[src/rtl/spi_seq_pkg.sv]
// spi_seq_pkg: shared types and constants for the SPI burst sequencer
// Contents: spi_seq_state_t (FSM states), SPI_SEQ_DUMMY (filler byte after the command),
// SPI_SEQ_CNT_W (width of the shared setup/hold/timeout counter).
package spi_seq_pkg;
  typedef enum logic [2:0] {IDLE, SETUP, START, WAIT, STORE, HOLD, DONE} spi_seq_state_t;
  localparam logic [7:0] SPI_SEQ_DUMMY = 8'h00;
  localparam int SPI_SEQ_CNT_W = 8;
endpackage

[src/rtl/spi_seq_contador.sv]
// spi_seq_contador: loadable down-counter that stops at zero and flags it
// Ports: clk_pi/rst_n_pi clock and async active-low reset; load_pi loads val_pi (has priority);
// en_pi decrements while nonzero; zero_po is high whenever the count is zero.
module spi_seq_contador #(
  parameter int W = 8
) (
  input  logic         clk_pi,
  input  logic         rst_n_pi,
  input  logic         load_pi,
  input  logic         en_pi,
  input  logic [W-1:0] val_pi,
  output logic         zero_po
);
  logic [W-1:0] cnt_q, cnt_d;
  always_comb cnt_d = load_pi ? val_pi : (en_pi && cnt_q != '0) ? cnt_q - 1'b1 : cnt_q;
  always_ff @(posedge clk_pi or negedge rst_n_pi)
    if (!rst_n_pi) cnt_q <= '0;
    else cnt_q <= cnt_d;
  assign zero_po = cnt_q == '0;
endmodule

[src/rtl/spi_secuenciador_ctrl.sv]
// spi_secuenciador_ctrl: SPI burst sequencer (CS, per-byte start/wait/store, completion)
// Ports: clk_pi, rst_n_pi (async, active-low); inicio_pi/n_bytes_pi/cmd_pi burst request;
// spi_start_po/spi_tx_po/spi_done_pi/spi_rx_pi SPI master handshake; cs_ctrl_po active-low CS;
// we_po/addr_po/wdata_po result memory write; busy_po/done_po/error_po status.
// Optional feature: define SPI_SEQ_TIMEOUT_EN to abort a byte after TIMEOUT cycles in WAIT.
module spi_secuenciador_ctrl
  import spi_seq_pkg::*;
#(
  parameter int ADDR_W   = 2,
  parameter int CS_SETUP = 2,
  parameter int TIMEOUT  = 255
) (
  input  logic              clk_pi,
  input  logic              rst_n_pi,
  input  logic              inicio_pi,
  input  logic [ADDR_W:0]   n_bytes_pi,
  input  logic [7:0]        cmd_pi,
  output logic              spi_start_po,
  output logic [7:0]        spi_tx_po,
  input  logic              spi_done_pi,
  input  logic [7:0]        spi_rx_pi,
  output logic              cs_ctrl_po,
  output logic              we_po,
  output logic [ADDR_W-1:0] addr_po,
  output logic [7:0]        wdata_po,
  output logic              busy_po,
  output logic              done_po,
  output logic              error_po
);
  localparam logic [ADDR_W:0] N_MAX = {1'b1, {ADDR_W{1'b0}}};
  spi_seq_state_t state_q, state_d;
  logic [ADDR_W:0] n_q, n_d;
  logic [7:0] cmd_q, cmd_d, tx_q, tx_d, wdata_q, wdata_d;
  logic [ADDR_W-1:0] idx_q, idx_d, addr_q, addr_d;
  logic cs_q, cs_d, start_q, start_d, we_q, we_d, busy_q, busy_d, done_q, done_d, err_q, err_d;
  logic cnt_load, cnt_en, cnt_zero, last;
  logic [SPI_SEQ_CNT_W-1:0] cnt_val;
  assign last = {1'b0, idx_q} == n_q - 1'b1;
  always_comb begin
    state_d = state_q;
    n_d = n_q;
    cmd_d = cmd_q;
    idx_d = idx_q;
    err_d = err_q;
    wdata_d = '0;
    case (state_q)
      IDLE: if (inicio_pi) begin
        n_d = n_bytes_pi > N_MAX ? N_MAX : n_bytes_pi;
        cmd_d = cmd_pi;
        idx_d = '0;
        err_d = 1'b0;
        state_d = n_bytes_pi == '0 ? DONE : SETUP;
      end
      SETUP: state_d = cnt_zero ? START : SETUP;
      START: state_d = WAIT;
      WAIT: if (spi_done_pi) begin
        wdata_d = spi_rx_pi;
        state_d = STORE;
      end
`ifdef SPI_SEQ_TIMEOUT_EN
      else if (cnt_zero) begin
        err_d = 1'b1;
        state_d = HOLD;
      end
`endif
      STORE: begin
        idx_d = last ? idx_q : idx_q + 1'b1;
        state_d = last ? HOLD : START;
      end
      HOLD: state_d = cnt_zero ? DONE : HOLD;
      DONE: state_d = IDLE;
      default: state_d = IDLE;
    endcase
  end
  // Outputs are derived from the next state so every port comes straight from a flop.
  always_comb begin
    cs_d = state_d inside {IDLE, DONE};
    start_d = state_d == START;
    tx_d = start_d ? (idx_d == '0 ? cmd_d : SPI_SEQ_DUMMY) : '0;
    we_d = state_d == STORE;
    addr_d = we_d ? idx_d : '0;
    busy_d = state_d != IDLE;
    done_d = state_d == DONE;
    cnt_load = state_d != state_q && state_d inside {SETUP, WAIT, HOLD};
    cnt_en = state_q inside {SETUP, WAIT, HOLD};
    cnt_val = state_d == WAIT ? SPI_SEQ_CNT_W'(TIMEOUT - 1) : SPI_SEQ_CNT_W'(CS_SETUP - 1);
  end
  spi_seq_contador #(.W(SPI_SEQ_CNT_W)) u_cnt (
    .clk_pi(clk_pi), .rst_n_pi(rst_n_pi), .load_pi(cnt_load), .en_pi(cnt_en),
    .val_pi(cnt_val), .zero_po(cnt_zero)
  );
  always_ff @(posedge clk_pi or negedge rst_n_pi)
    if (!rst_n_pi) begin
      state_q <= IDLE;
      n_q <= '0;
      cmd_q <= '0;
      idx_q <= '0;
      cs_q <= 1'b1;
      start_q <= 1'b0;
      tx_q <= '0;
      we_q <= 1'b0;
      addr_q <= '0;
      wdata_q <= '0;
      busy_q <= 1'b0;
      done_q <= 1'b0;
      err_q <= 1'b0;
    end else begin
      state_q <= state_d;
      n_q <= n_d;
      cmd_q <= cmd_d;
      idx_q <= idx_d;
      cs_q <= cs_d;
      start_q <= start_d;
      tx_q <= tx_d;
      we_q <= we_d;
      addr_q <= addr_d;
      wdata_q <= wdata_d;
      busy_q <= busy_d;
      done_q <= done_d;
      err_q <= err_d;
    end
  assign spi_start_po = start_q;
  assign spi_tx_po = tx_q;
  assign cs_ctrl_po = cs_q;
  assign we_po = we_q;
  assign addr_po = addr_q;
  assign wdata_po = wdata_q;
  assign busy_po = busy_q;
  assign done_po = done_q;
  assign error_po = err_q;
endmodule

[config.mk]
export PLATFORM = sky130hd
export DESIGN_NAME = spi_secuenciador_ctrl
export DESIGN_NICKNAME = d
export VERILOG_FILES = /design/src/rtl/spi_seq_pkg.sv /design/src/rtl/spi_seq_contador.sv /design/src/rtl/spi_secuenciador_ctrl.sv
export SDC_FILE = /design/constraint.sdc
export NUM_CORES = 1
export LEC_CHECK = 0
export BUFFER_PORTS_ARGS = -buffer_cell sky130_fd_sc_hd__buf_2
export CAP_MARGIN = 20
export CORE_MARGIN = 2
export CORE_UTILIZATION = 53
export DETAILED_ROUTE_END_ITERATION = 12
export MAX_ROUTING_LAYER = met4
export PLACE_DENSITY = 0.76
export SLEW_MARGIN = 25
export SYNTH_ARGS = -nofsm -noshare
export SYNTH_HDL_FRONTEND = slang
export SYNTH_SLANG_ARGS = --single-unit
[constraint.sdc]
create_clock -name clk_pi -period 2.6 [get_ports clk_pi]
set_input_delay 0.39 -clock clk_pi [delete_from_list [all_inputs] [get_ports clk_pi]]
set_output_delay 0.39 -clock clk_pi [all_outputs]
set_load 0.01 [all_outputs]
; ---- Yosys cells after proc, flatten, opt, wreduce, memory -nomap -nowiden
; Cells that the tools add are included.
; W data, S select, Z words.
[totals]
regBits = 47
in_bits = 23
out_inout_bits = 24
[op_classes]
n_addsub = 3
order_cmp = 1
n_eq_ne = 13
n_mux = 21
reduce_logical = 14
[op_table]
columns = operator, n
row1 = $mux W8, 9
row2 = $pmux W3 S6, 1
row3 = $eq A3 B3 Y1 const B, 5
row4 = $mux W3, 5
row5 = $eq A3 B2 Y1 const B, 4
row6 = $mux W2, 5
row7 = $logic_not A3 Y1, 3
row8 = $reduce_bool A3 Y1, 3
row9 = $logic_not A8 Y1, 1
row10 = $reduce_bool A8 Y1, 1
row11 = $sub A8 B1 Y8 const B, 1
row12 = $eq A3 B1 Y1 const B, 2
row13 = $pmux W2 S2, 1
row14 = $reduce_bool A2 Y1, 2
row15 = $eq A2 B3 Y1, 1
row16 = $gt A3 B3 Y1 const B, 1
row17 = $ne A3 B3 Y1, 1
row18 = $sub A3 B1 Y3 const B, 1
row19 = $add A2 B1 Y2 const B, 1
row20 = $logic_and A1 B1 Y1, 2
row21 = $logic_not A2 Y1, 1
row22 = $reduce_and A2 Y1, 1

; ---- Logic depth before layout (Yosys ltp)
; Gate-level depths: netlist (run 1).
[depth]
word_depth = 8
mapped_depth = 8

; ---- Cells and area by module
; From an unflattened synthesis (run 1), not the netlist that was laid out.
[unflattened]
hier_cells = 228
hier_area_um2 = 2377.3
[modules_own_cells]
columns = module, n_inst, cells_each, area_each_um2
row1 = spi_secuenciador_ctrl, 1, 170, 1849.3
row2 = spi_seq_contador, 1, 58, 528.0

; ---- Worst setup path before layout (run 1)
; Ideal clock, no wire load.
[synth_timing]
kind = flip-flop to flip-flop
start = register n_q[0]
end = register u_cnt.cnt_q[3]
setup_time_ns = 0.120
t_arrival_ns = 1.837
required_time_ns = 2.480
slack_ns = 0.643
stages_incl_launch_ff = 9
n_path_buf = 1
synth_period_minus_slack_ns = 1.957
path_cell_list = dfrtp_1 -> inv_1 -> ha_1 -> xnor2_1 -> nor4_4 -> o21ai_2 -> or2_1 -> buf_2 -> o211a_1
[synth_via]
elab_chain_len = 8
[synth_rtl]
columns = item, line_no
row1 = from (decl), spi_secuenciador_ctrl.sv:32  ; logic [ADDR_W:0] n_q, n_d;
row2 = from (signal assigned), spi_secuenciador_ctrl.sv:109  ; n_q <= n_d;
row3 = $sub A3 B1 Y3 *, spi_secuenciador_ctrl.sv:38  ; assign last = {1'b0, idx_q} == n_q - 1'b1;
row4 = $eq A2 B3 Y1 *, spi_secuenciador_ctrl.sv:38
row5 = $mux W3 *, spi_secuenciador_ctrl.sv:68  ; state_d = last ? HOLD : START;
row6 = $pmux W3 S6 *, spi_secuenciador_ctrl.sv:46  ; case (state_q)
row7 = "$eq A3 B1 Y1, or another cell as far along", spi_secuenciador_ctrl.sv:84  ; cnt_load = state_d != state_q && state_d inside {SETUP, WAIT, HOLD};
row8 = $reduce_bool A3 Y1, spi_secuenciador_ctrl.sv:84
row9 = $logic_and A1 B1 Y1, spi_secuenciador_ctrl.sv:84
row10 = $mux W8 or $reduce_bool A2 Y1 (tied branches), n/a
row11 = to (signal assigned), spi_seq_contador.sv:18  ; else cnt_q <= cnt_d;
row12 = to (decl), spi_seq_contador.sv:14  ; logic [W-1:0] cnt_q, cnt_d;
; Every way passes the cells marked *; elsewhere a longest branch is shown, timed or not.
; A chain may end at the register's enable or synchronous reset.

; ---- Worst setup path after layout (run 1)
[layout_timing]
start = register n_q[0]
end = register tx_q[2], in the netlist spi_tx_po[2]
[layout_lines]
columns = item, line_no
row1 = $sub A3 B1 Y3, spi_secuenciador_ctrl.sv:38
row2 = $eq A2 B3 Y1, spi_secuenciador_ctrl.sv:38
row3 = $mux W3, spi_secuenciador_ctrl.sv:68
row4 = $pmux W3 S6, spi_secuenciador_ctrl.sv:46
row5 = net state_d[1], spi_secuenciador_ctrl.sv:31  ; spi_seq_state_t state_q, state_d;
row6 = $eq A3 B2 Y1, spi_secuenciador_ctrl.sv:78  ; start_d = state_d == START;
row7 = $mux W8, spi_secuenciador_ctrl.sv:79  ; tx_d = start_d ? (idx_d == '0 ? cmd_d : SPI_SEQ_DUMMY) : '0;
row8 = net tx_d[2], spi_secuenciador_ctrl.sv:33  ; logic [7:0] cmd_q, cmd_d, tx_q, tx_d, wdata_q, wdata_d;
row9 = to (signal assigned), spi_secuenciador_ctrl.sv:114  ; tx_q <= tx_d;
row10 = to (decl), spi_secuenciador_ctrl.sv:33
; The timed path passes the listed nets, and every way through them passes these cells.

==> flow_metrics.py, run 1 <==
metrics = {
    "run_status": {
        "status": "completed",
    },
    "setup_path": {
        "criticalPathCategory": "register to register",
        "critPathMaxStageDelay_ns": 0.52,
        "critical_path.cell_chain": "inv_1, ha_1, xor2_1, a31oi_2, nor4_2, inv_2, nand4_4, a21oi_1",
        "crit_required_ns": 2.79,
        "setup.worst_path.end_class": "register",
        "crit_path_max_fanout": 8,
        "critPathSlowestCell": "nor4_2",
        "cp.arrival_ns": 2.37,
        "timing.critical_path.from_type": "register",
    },
    "drt": {
        "avgRoutedWirePerCell_um": 13.36,
        "final_antenna_net_count": 0,
        "route.detailed.drc": 0,
        "wirelength_mm": 3.956,
        "drt-vias-per-instance": 5.277,
        "vias": 1562,
        "detail_route.first_pass.iterations": 4,
        "detailedRoute.firstIterationViolations": 123,
    },
    "global_route": {
        "grt_pass1_wl_mm": 6.693,
        "grt_max_degree": 37,
        "antenna_violations_before_repair": 0,
        "gr-usage-all-layers": 0.2044,
        "grt_pass1_vias": 1508,
        "globalRoute.totalOverflow": 0,
    },
    "sta": {
        "setup_viol_count_final": 0,
        "period_minus_slack_ns": 2.183,
        "timing.final.ws_setup_ns": 0.4174,
        "layout_worst_path_cycle_share": 0.8395,
        "total_negative_slack_ns": 0,
        "report.final.slew_viol_count": 0,
        "hold_violations": 0,
        "max_slew.worst_pin.slew_ns": 0.7135,
        "fin_skew_ns": 0.008910,
        "max-slew-margin-rel": 0.5231,
        "fmax_mhz": 458.2,
        "grt_setup_unrepaired": "no",
    },
    "synth": {
        "post_synth_inst_count": 196,
        "syn_avg_cell_area_sq_um": 10.90,
        "synth.ff_latch_count": 47,
        "ys_types": 49,
        "netlist_area_sq_um": 2136,
        "synth-edff-count": 0,
        "mappedNetlistNets": 222,
        "synth_seq_area_share": 0.5513,
        "synth-main-ff-cell": "dfrtp_1",
        "synth_async_sr_flop_share": 1.000,
        "ys.warnings.count": 0,
    },
    "place": {
        "hpwlAfterDp_mm": 2.930,
        "post_dp_cell_area_sq_um": 2412,
        "dp.cells": 287,
        "port-buffer-count": 45,
        "place_ws_ns": 0.4563,
        "gp_routability_congestion": 0.7834,
    },
    "clocking": {
        "clkSlewWorstSetupHoldPaths_ns": 0.09,
        "cts_bufs_inserted": 5,
        "clk_root_buffer_cell": "clkbuf_8",
        "cts.repair.resized": 0,
        "clock_tree.buffer_depth": 2,
        "clock_sinks": 47,
        "tritoncts": "built",
        "worst_skew_pair.late_latency_ns": 0.30,
        "cts_max_level": 2,
    },
    "finish": {
        "sequential_cell_area_sq_um": 1177,
        "final_layout_size_suffix_gt1_frac": 0.3008,
        "layout.core_utilization": 0.6395,
        "syn2layout_area_growth_pct": 18.04,
        "multi_input_comb_area_sq_um": 894.6,
        "antennaDiodeCount": 0,
        "stdcell_area_sq_um": 2521,
        "most-common-layout-cells": "dfrtp_1, buf_2, nand2_1",
        "layout.filler_cells": 315,
        "mostFrequentLayoutCell": "dfrtp_1",
        "nNetsFinal": 271,
        "finish.cell_count_without_fillers": 296,
    },
    "power_and_ir_drop": {
        "intPower_uw": 1690,
        "vdd.ir_drop.worst_v": 0.0005250,
        "power.switching_fraction": 0.4006,
        "power.clock.fraction": 0.163,
        "p_leak_uw": 0.001298,
        "combinationalPowerShare": 0.432,
        "seqPwrFrac": 0.406,
        "power.density_nw_per_um2": 1118,
        "total_switching_power_uw": 1129,
    },
    "floorplanning": {
        "top_level_ports": 47,
        "die_width_um": 67.48,
        "core.rowCount": 23,
        "placeableCoreArea_sq_um": 3943,
        "start_util": 0.5417,
        "die-area_sq_um": 4554,
        "die-height_um": 67.48,
    },
    "hold_path": {
        "worst_hold_path_type": "input port to register",
    },
    "run": {
        "cap_violations": 0,
    },
}
==> power by group through the flow <==
| stage | Combinational, uW | Clock, uW | Sequential [uW] |
|---|---|---|---|
| after floorplan | 979 | 0 | 1120 |
| after global placement | 1200 | 0 | 1140 |
| after detailed placement | 1220 | 0 | 1160 |
| after CTS | 1230 | 468 | 1140 |
| after global routing | 1380 | 497 | 1180 |
| final | 1220 | 458 | 1140 |
==> state kept, by name, indices dropped and copies added (netlist names) <==
signal        flops
n_q               3
spi_tx_po         8
busy_po           1
wdata_po          8
addr_po           2
state_q           3
idx_q             2
cmd_q             8
cs_ctrl_po        1
spi_start_po      1
u_cnt.cnt_q       8
we_po             1
done_po           1
==> layout make-up <==
class / count / area share
Tap cell: 50 / 0.02481
Clock buffer: 6 / 0.03275
Timing Repair Buffer: 49 / 0.1022
Sequential cell: 47 / 0.4670
Multi-Input combinational cell: 134 / 0.3548
Clock inverter: 2 / 0.006452
Inverter: 8 / 0.01191
==> worst paths after layout <==
| check | from | cells after the start | endpoint | slack (ns) |
|---|---|---|---|---|
| worst min register to register | cmd_q[0]$_DFF_PN0_ | 2 | cmd_q[0]$_DFF_PN0_ | 0.48 |
| min in group asynchronous | rst_n_pi | 2 | spi_tx_po[1]$_DFF_PN0_ | 0.49 |
| worst min-delay path | spi_rx_pi[1] | 2 | wdata_po[1]$_DFF_PN0_ | 0.29 |
| worst max-delay path | n_q[0]$_DFFE_PN0P_ | 8 | spi_tx_po[2]$_DFF_PN0_ | 0.42 |
| max in group asynchronous | rst_n_pi | 3 | cs_ctrl_po$_DFF_PN1_ | 1.37 |
| worst max register to register | n_q[0]$_DFFE_PN0P_ | 8 | spi_tx_po[2]$_DFF_PN0_ | 0.42 |
==> metrics by stage <==
stage | power, uW | hold slack, ns
after detailed placement | 2380 | 0.2844
after floorplan | 2096 | 0.09441
final | 2819 | 0.2925
after global routing | 3054 | 0.2887
after CTS | 2839 | 0.2854
after global placement | 2347 | 0.2783
==> what timing repair did <==
action	in CTS	in global routing
hold endpoints to repair	11	0
endpoints found under the setup margin	0	0
hold buffers	1	0
setup buffers	0	0
==> critical path, delay by kind of cell (launching register included) <==
family                   cells  cell delay [ns]
AO/OA/AOI/OAI                2             0.25
adder cells (fa/ha/maj)      1             0.33
AND/OR/NAND/NOR              2             0.71
XOR/XNOR                     1             0.18
buffers and inverters        2             0.20
flip-flops                   1             0.41
==> layer usage <==
layer / wire, um / track usage
met1: 1779 / 0.2547
met2: 1942 / 0.3382
met3: 177 / 0.03500
met4: 56 / 0.06888
met5: 0 / -
==> Yosys cell counts, types with 2 or more instances <==
master    count  area share
xnor2_1       4       0.016
inv_2         3      0.0053
nand4_1       2      0.0059
and2_1       12       0.035
a31oi_1       4       0.012
a21oi_1      12       0.028
nor4_1        2      0.0059
dfrtp_1      46        0.54
inv_1         5      0.0088
o21ai_1       3      0.0070
nor2_1        6       0.011
nand2b_1      2      0.0059
nor2b_1       2      0.0059
clkbuf_1      3      0.0053
a21boi_1      2      0.0070
nor3_1        9       0.021
ha_1          3       0.018
nand3b_1      2      0.0070
or2_1         2      0.0059
xor2_1        3       0.012
buf_2         3      0.0070
o211a_1       6       0.028
o21ai_2       2      0.0082
nand3_1       2      0.0047
nand2_1      32       0.056
==> cells by family (layout without fill, tap and decap cells) <==
kind of cell,after synthesis,after routing,share of synthesized area
xor gates and xnor gates,7,7,0.02871
and+or+nand+nor,84,84,0.2308
DFF,47,47,0.5513
buffers and inverters,15,65,0.02988
AOI/OAI and AO/OA,38,38,0.1353
other,1,1,0.001756
muxes,1,1,0.004687
adders and majority gates,3,3,0.01758
Note: power is estimated with default switching activity, not from simulation.
==> run 2: changes to the inputs <==
==> constraint.sdc (replaced) <==
create_clock -name clk_pi -period 2.2 [get_ports clk_pi]
set_input_delay 0.33 -clock clk_pi [delete_from_list [all_inputs] [get_ports clk_pi]]
set_output_delay 0.33 -clock clk_pi [all_outputs]
set_load 0.01 [all_outputs]
==> run 2 against run 1 <==
Effect of this change: register-to-register slack got worse by 0.24 ns; sequential cell count stayed put; power is 23% higher; clock skew is 0.00058 ns higher; cell area rose by 3.2%; die area is the same; non-clock buffer count up 7; routed wire length grew 3.5%; critical path depth stayed put; critical endpoint is now spi_tx_po[0]$_DFF_PN0_; largest cell class unchanged.
==> flow_metrics.py, run 2 (synthesized netlist as in run 1, its figures left out) <==
metrics = {
    "drt": {
        "wirelength_mm": 4.095,
        "vias": 1611,
        "routed-wl-met2_mm": 2.121,
        "drt-vias-per-instance": 5.317,
        "top_routing_layer_in_use": "met4",
        "final_antenna_net_count": 0,
        "routed-wl-met3_um": 148,
        "route.detailed.drc": 0,
        "detailedRoute.firstIterationViolations": 73,
        "met1_length_mm": 1.755,
        "avgRoutedWirePerCell_um": 13.51,
        "detail_route.first_pass.iterations": 6,
    },
    "global_route": {
        "antenna_violations_before_repair": 0,
        "grt_pass1_wl_mm": 6.699,
        "grt_max_degree": 21,
        "globalRoute.totalOverflow": 0,
        "grt_pass1_vias": 1497,
        "gr-usage-all-layers": 0.2110,
    },
    "floorplanning": {
        "die_width_um": 67.48,
        "core.rowCount": 23,
        "die-height_um": 67.48,
        "die-area_sq_um": 4554,
        "placeableCoreArea_sq_um": 3943,
        "start_util": 0.5417,
        "top_level_ports": 47,
    },
    "setup_path": {
        "crit_required_ns": 2.41,
        "cp.arrival_ns": 2.24,
        "setup.worst_path.end_class": "register",
        "setup_slack_on_the_worst_flop_to_flop_path_ns": 0.18,
        "crit_path_max_fanout": 8,
        "timing.critical_path.from_type": "register",
        "criticalPathCategory": "register to register",
    },
    "sta": {
        "total_negative_slack_ns": 0,
        "hold_violations": 0,
        "report.final.slew_viol_count": 0,
        "setup_viol_count_final": 0,
        "fin_skew_ns": 0.009489,
        "fmax_mhz": 494.5,
        "timing.final.ws_setup_ns": 0.1778,
        "layout_worst_path_cycle_share": 0.9192,
        "period_minus_slack_ns": 2.022,
    },
    "clocking": {
        "clock_tree.buffer_depth": 2,
        "clkSlewWorstSetupHoldPaths_ns": 0.09,
        "cts_bufs_inserted": 5,
        "worst_skew_pair.late_latency_ns": 0.30,
        "clock_sinks": 47,
        "cts_setup_buffers": 0,
        "clk_root_buffer_cell": "clkbuf_8",
        "cts_max_level": 2,
        "tritoncts": "built",
    },
    "power_and_ir_drop": {
        "fin_total_pwr_uw": 3480,
        "vdd.ir_drop.worst_v": 0.0005967,
        "intPower_uw": 2110,
        "power.clock.fraction": 0.162,
        "power.switching_fraction": 0.3935,
        "seqPwrFrac": 0.383,
        "p_leak_uw": 0.001344,
        "total_switching_power_uw": 1369,
        "power.density_nw_per_um2": 1337,
        "combinationalPowerShare": 0.455,
    },
    "place": {
        "gp_routability_congestion": 0.7919,
        "hpwlAfterDp_mm": 2.956,
        "post_dp_cell_area_sq_um": 2465,
        "dp.cells": 294,
        "port-buffer-count": 45,
        "place_ws_ns": 0.1098,
    },
    "hold_path": {
        "worst_hold_path_type": "input port to register",
    },
    "run_status": {
        "status": "completed",
    },
    "finish": {
        "final_layout_size_suffix_gt1_frac": 0.3320,
        "antennaDiodeCount": 0,
        "most-common-layout-cells": "dfrtp_1, buf_2, nand2_1",
        "syn2layout_area_growth_pct": 21.85,
        "stdcell_area_sq_um": 2603,
        "finish.cell_count_without_fillers": 303,
        "mostFrequentLayoutCell": "dfrtp_1",
        "nNetsFinal": 278,
    },
    "run": {
        "cap_violations": 0,
    },
}
## run 2: repair_timing
| action | in CTS | in global routing |
|---|---|---|
| hold buffers | 1 | 0 |
| endpoints found under the setup margin | 0 | 15 |
| hold endpoints to repair | 17 | 0 |
| gates resized for setup | 0 | 4 |
## run 2: power groups by stage
stage          Clock [uW]  Sequential [uW]  Combinational (uW)
2_1_floorplan           0             1320                1160
3_3_place_gp            0             1340                1510
5_1_grt               614             1370                1770
4_1_cts               582             1330                1540
6_report              564             1330                1580
3_5_place_dp            0             1350                1540
## run 2: layout make-up
| type | instances | area (sq um) |
|---|---|---|
| fill | 315 | 1340 |
| sequential | 47 | 1177 |
| multi-input combinational | 134 | 918.4 |
| timing repair buffer | 56 | 310.3 |
| clock buffer | 7 | 96.34 |
| tap | 50 | 62.56 |
| inverter | 8 | 30.03 |
| clock inverter | 1 | 7.507 |
## run 2: final timing paths
kind	from	to	depth (start not counted)
max	u_cnt.cnt_q[0]$_DFFE_PN0P_	spi_tx_po[0]$_DFF_PN0_	8
min	spi_rx_pi[6]	wdata_po[6]$_DFF_PN0_	2
max reg2reg	u_cnt.cnt_q[0]$_DFFE_PN0P_	spi_tx_po[0]$_DFF_PN0_	8
min reg2reg	cmd_q[1]$_DFF_PN0_	cmd_q[1]$_DFF_PN0_	2
max in group asynchronous	rst_n_pi	cmd_q[0]$_DFF_PN0_	3
min in group asynchronous	rst_n_pi	busy_po$_DFF_PN0_	2
## run 2: metrics by stage
step           utilization  hold slack, ns
6_report            0.6601          0.2334
2_1_floorplan            -         0.03441
5_1_grt             0.6601          0.2257
4_1_cts             0.6541          0.2240
3_5_place_dp        0.6252          0.2926
3_3_place_gp        0.6252          0.2883
## run 2: layer usage
metal,global-route usage,vias up
li1,-,792
met1,0.2390,775
met2,0.3554,36
met3,0.05000,8
met4,0.09184,0
met5,-,-
## run 2: worst max-delay path, cell delays in order, from the launching register on
cell     delay [ns]
dfrtp_1        0.42
inv_1          0.09
ha_1           0.14
or3b_2         0.48
nor3_1         0.28
nor4_2         0.08
inv_2          0.09
nand4_4        0.17
a21oi_1        0.18
==> run 3: changes to the inputs <==
--- a/config.mk
+++ b/config.mk
@@ -5,6 +5,7 @@
 export SDC_FILE = /design/constraint.sdc
 export NUM_CORES = 1
 export LEC_CHECK = 0
+export ABC_AREA = 1
 export BUFFER_PORTS_ARGS = -buffer_cell sky130_fd_sc_hd__buf_2
 export CAP_MARGIN = 20
 export CORE_MARGIN = 2
==> run 3 against run 2 <==
Effect of this change: die area rose by 1.1%; sequential power barely moved; sequential share of layout area grew 0.71 points; utilization decreased by 1.5 points; sequential cell count is the same; routed wire length increased by 5.3%; fmax increased by 3.3%; combinational power grew 9%; cell area is 1.5% lower; clock power grew 12%; largest power group unchanged; highest routed layer unchanged.
==> flow_metrics.py, run 3 <==
metrics = {
    "finish": {
        "final_layout_size_suffix_gt1_frac": 0.2468,
        "finish.cell_count_without_fillers": 358,
        "syn2layout_area_growth_pct": 18.66,
        "most-common-layout-cells": "nand2_1, dfrtp_1, buf_2",
        "mostFrequentLayoutCell": "nand2_1",
        "layout.filler_cells": 333,
        "antennaDiodeCount": 0,
        "nNetsFinal": 333,
    },
    "global_route": {
        "met3_usage": 0.05428,
        "grt_pass1_vias": 1604,
        "groute.layer.met1.usage": 0.2417,
        "grt_max_degree": 31,
        "antenna_violations_before_repair": 0,
        "globalRoute.busiestLayer": "met2",
        "gr-usage-all-layers": 0.2094,
        "globalRoute.totalOverflow": 0,
        "grt_use_met2": 0.3615,
        "grt_pass1_wl_mm": 6.900,
    },
    "synth": {
        "synth-edff-count": 0,
        "synthTopCellsByCount": "nand2_1, dfrtp_1, nor2_1",
        "synth.top_cells.by_area": "dfrtp_1, nand2_1, nor2_1",
        "synthDominantCellAreaShare": 0.5330,
        "netlist_area_sq_um": 2160,
        "synth_most_common_cell": "nand2_1",
        "mappedNetlistNets": 281,
        "post_synth_inst_count": 255,
        "syn_avg_cell_area_sq_um": 8.469,
        "synth_seq_area_share": 0.5452,
        "synth_area_leader_cell": "dfrtp_1",
        "synth-main-ff-cell": "dfrtp_1",
        "synth_async_sr_flop_share": 1.000,
        "synth.ff_latch_count": 47,
        "ys_types": 29,
        "ys.warnings.count": 0,
    },
    "sta": {
        "report.final.slew_viol_count": 0,
        "setup_viol_count_final": 0,
        "total_negative_slack_ns": 0,
        "max-slew-margin-rel": 0.5685,
        "period_minus_slack_ns": 1.958,
        "layout_worst_path_cycle_share": 0.8900,
        "fin_skew_ns": 0.005334,
        "timing.final.ws_setup_ns": 0.2420,
        "hold_violations": 0,
        "grt_setup_unrepaired": "no",
        "fmax_mhz": 510.7,
        "max_slew.worst_pin.slew_ns": 0.6473,
    },
    "drt": {
        "vias": 1715,
        "drt-vias-per-instance": 4.791,
        "detail_route.first_pass.iterations": 4,
        "detailedRoute.firstIterationViolations": 99,
        "wirelength_mm": 4.314,
        "route.detailed.drc": 0,
        "final_antenna_net_count": 0,
        "avgRoutedWirePerCell_um": 12.05,
    },
    "floorplanning": {
        "die-area_sq_um": 4602,
        "start_util": 0.5438,
        "top_level_ports": 47,
        "placeableCoreArea_sq_um": 3971,
        "die-height_um": 67.84,
        "die_width_um": 67.84,
        "core.rowCount": 23,
    },
    "setup_path": {
        "critPathSlowestCell": "dfrtp_1",
        "cp.arrival_ns": 2.15,
        "crit_required_ns": 2.40,
        "setup_slack_on_the_worst_flop_to_flop_path_ns": 0.24,
        "criticalPathCategory": "register to register",
        "timing.critical_path.from_type": "register",
        "setup.worst_path.end_class": "register",
        "crit_path_max_fanout": 10,
        "crit_top_cell": "nand3_1",
        "critPathMaxStageDelay_ns": 0.39,
        "critical_path.cell_chain": "inv_1, ha_1, inv_1, nand2_1, nand2_1, nand3_1, nand3_1, nand3_1, nand4_1, nor2_1",
    },
    "clocking": {
        "clk_root_buffer_cell": "clkbuf_8",
        "clock_sinks": 47,
        "clock_tree.buffer_depth": 2,
        "clkSlewWorstSetupHoldPaths_ns": 0.09,
        "cts_bufs_inserted": 5,
        "cts.hold.buffers_added": 0,
        "tritoncts": "built",
        "cts_max_level": 2,
        "worst_skew_pair.late_latency_ns": 0.30,
        "cts_setup_buffers": 0,
        "cts.repair.resized": 0,
    },
    "power_and_ir_drop": {
        "total_switching_power_uw": 1578,
        "seqPwrFrac": 0.357,
        "intPower_uw": 2107,
        "fin_total_pwr_uw": 3685,
        "power.clock.fraction": 0.172,
        "combinationalPowerShare": 0.471,
        "power.switching_fraction": 0.4283,
        "p_leak_uw": 0.001492,
        "power.density_nw_per_um2": 1438,
        "vdd.ir_drop.worst_v": 0.0006234,
    },
    "run_status": {
        "status": "completed",
    },
    "run": {
        "cap_violations": 0,
    },
    "place": {
        "gp_routability_congestion": 0.8218,
        "port-buffer-count": 45,
        "hpwlAfterDp_mm": 3.210,
        "dp.cells": 350,
        "place_ws_ns": 0.2883,
    },
    "hold_path": {
        "worst_hold_path_type": "input port to asynchronous set/reset pin",
    },
}
-- run 3: path summary, 6_finish.rpt --
check	cells past startpoint	startpoint	endpoint
worst max register to register	10	n_q[0]$_DFFE_PN0P_	spi_tx_po[6]$_DFF_PN0_
worst min register to register	2	cmd_q[2]$_DFF_PN0_	cmd_q[2]$_DFF_PN0_
max in group asynchronous	2	rst_n_pi	cmd_q[3]$_DFF_PN0_
worst min-delay path	1	rst_n_pi	busy_po$_DFF_PN0_
worst max-delay path	10	n_q[0]$_DFFE_PN0P_	spi_tx_po[6]$_DFF_PN0_
min in group clk_pi	3	spi_rx_pi[2]	wdata_po[2]$_DFF_PN0_
-- run 3: final cells by class --
type,count,area (sq um),area share
inverter,33,128.9,0.05029
timing repair buffer,48,247.7,0.09668
clock inverter,2,37.54,0.01465
sequential,47,1177,0.4595
tap,50,62.56,0.02441
clock buffer,6,72.57,0.02832
multi-input combinational,172,835.8,0.3262
-- run 3: power by group through the flow --
stage	sequential (uW)	combinational, uW	clock [uW]
2_1_floorplan	1340	1300	0
3_3_place_gp	1320	1680	0
3_5_place_dp	1330	1730	0
4_1_cts	1310	1740	642
5_1_grt	1350	1970	672
6_report	1320	1730	634
-- run 3: cell families after synthesis --
group / after synthesis / share of synthesized area
compound gates: 6 / 0.02028
xor+xnor: 7 / 0.02839
fa+ha+maj: 3 / 0.01738
buf+inv: 36 / 0.06779
flops: 47 / 0.5452
other cells: 1 / 0.001736
simple gates: 155 / 0.3192
-- run 3: layer usage --
metal / up-vias / share of wire
met5: - / 0
met4: 0 / 0.0093
met3: 5 / 0.045
met2: 50 / 0.51
met1: 778 / 0.44
li1: 882 / -
-- run 3: through the flow --
| step | util | area [sq um] | hold slack [ns] |
|---|---|---|---|
| finish | 0.6452 | 2562 | 0.04502 |
| global route | 0.6452 | 2562 | 0.1068 |
| CTS | 0.6452 | 2562 | 0.07229 |
| detailed placement | 0.6175 | 2452 | 0.4008 |
| global placement | 0.6175 | 2452 | 0.3961 |
| floorplan | - | 2160 | 0.03441 |
-- run 3: worst max-delay path: cells and delay by family (launching register included) --
family / cells / cell delay, ns
buffers and inverters: 2 / 0.19
AND/OR/NAND/NOR: 7 / 0.94
flip-flops: 1 / 0.39
adder cells (fa/ha/maj): 1 / 0.34
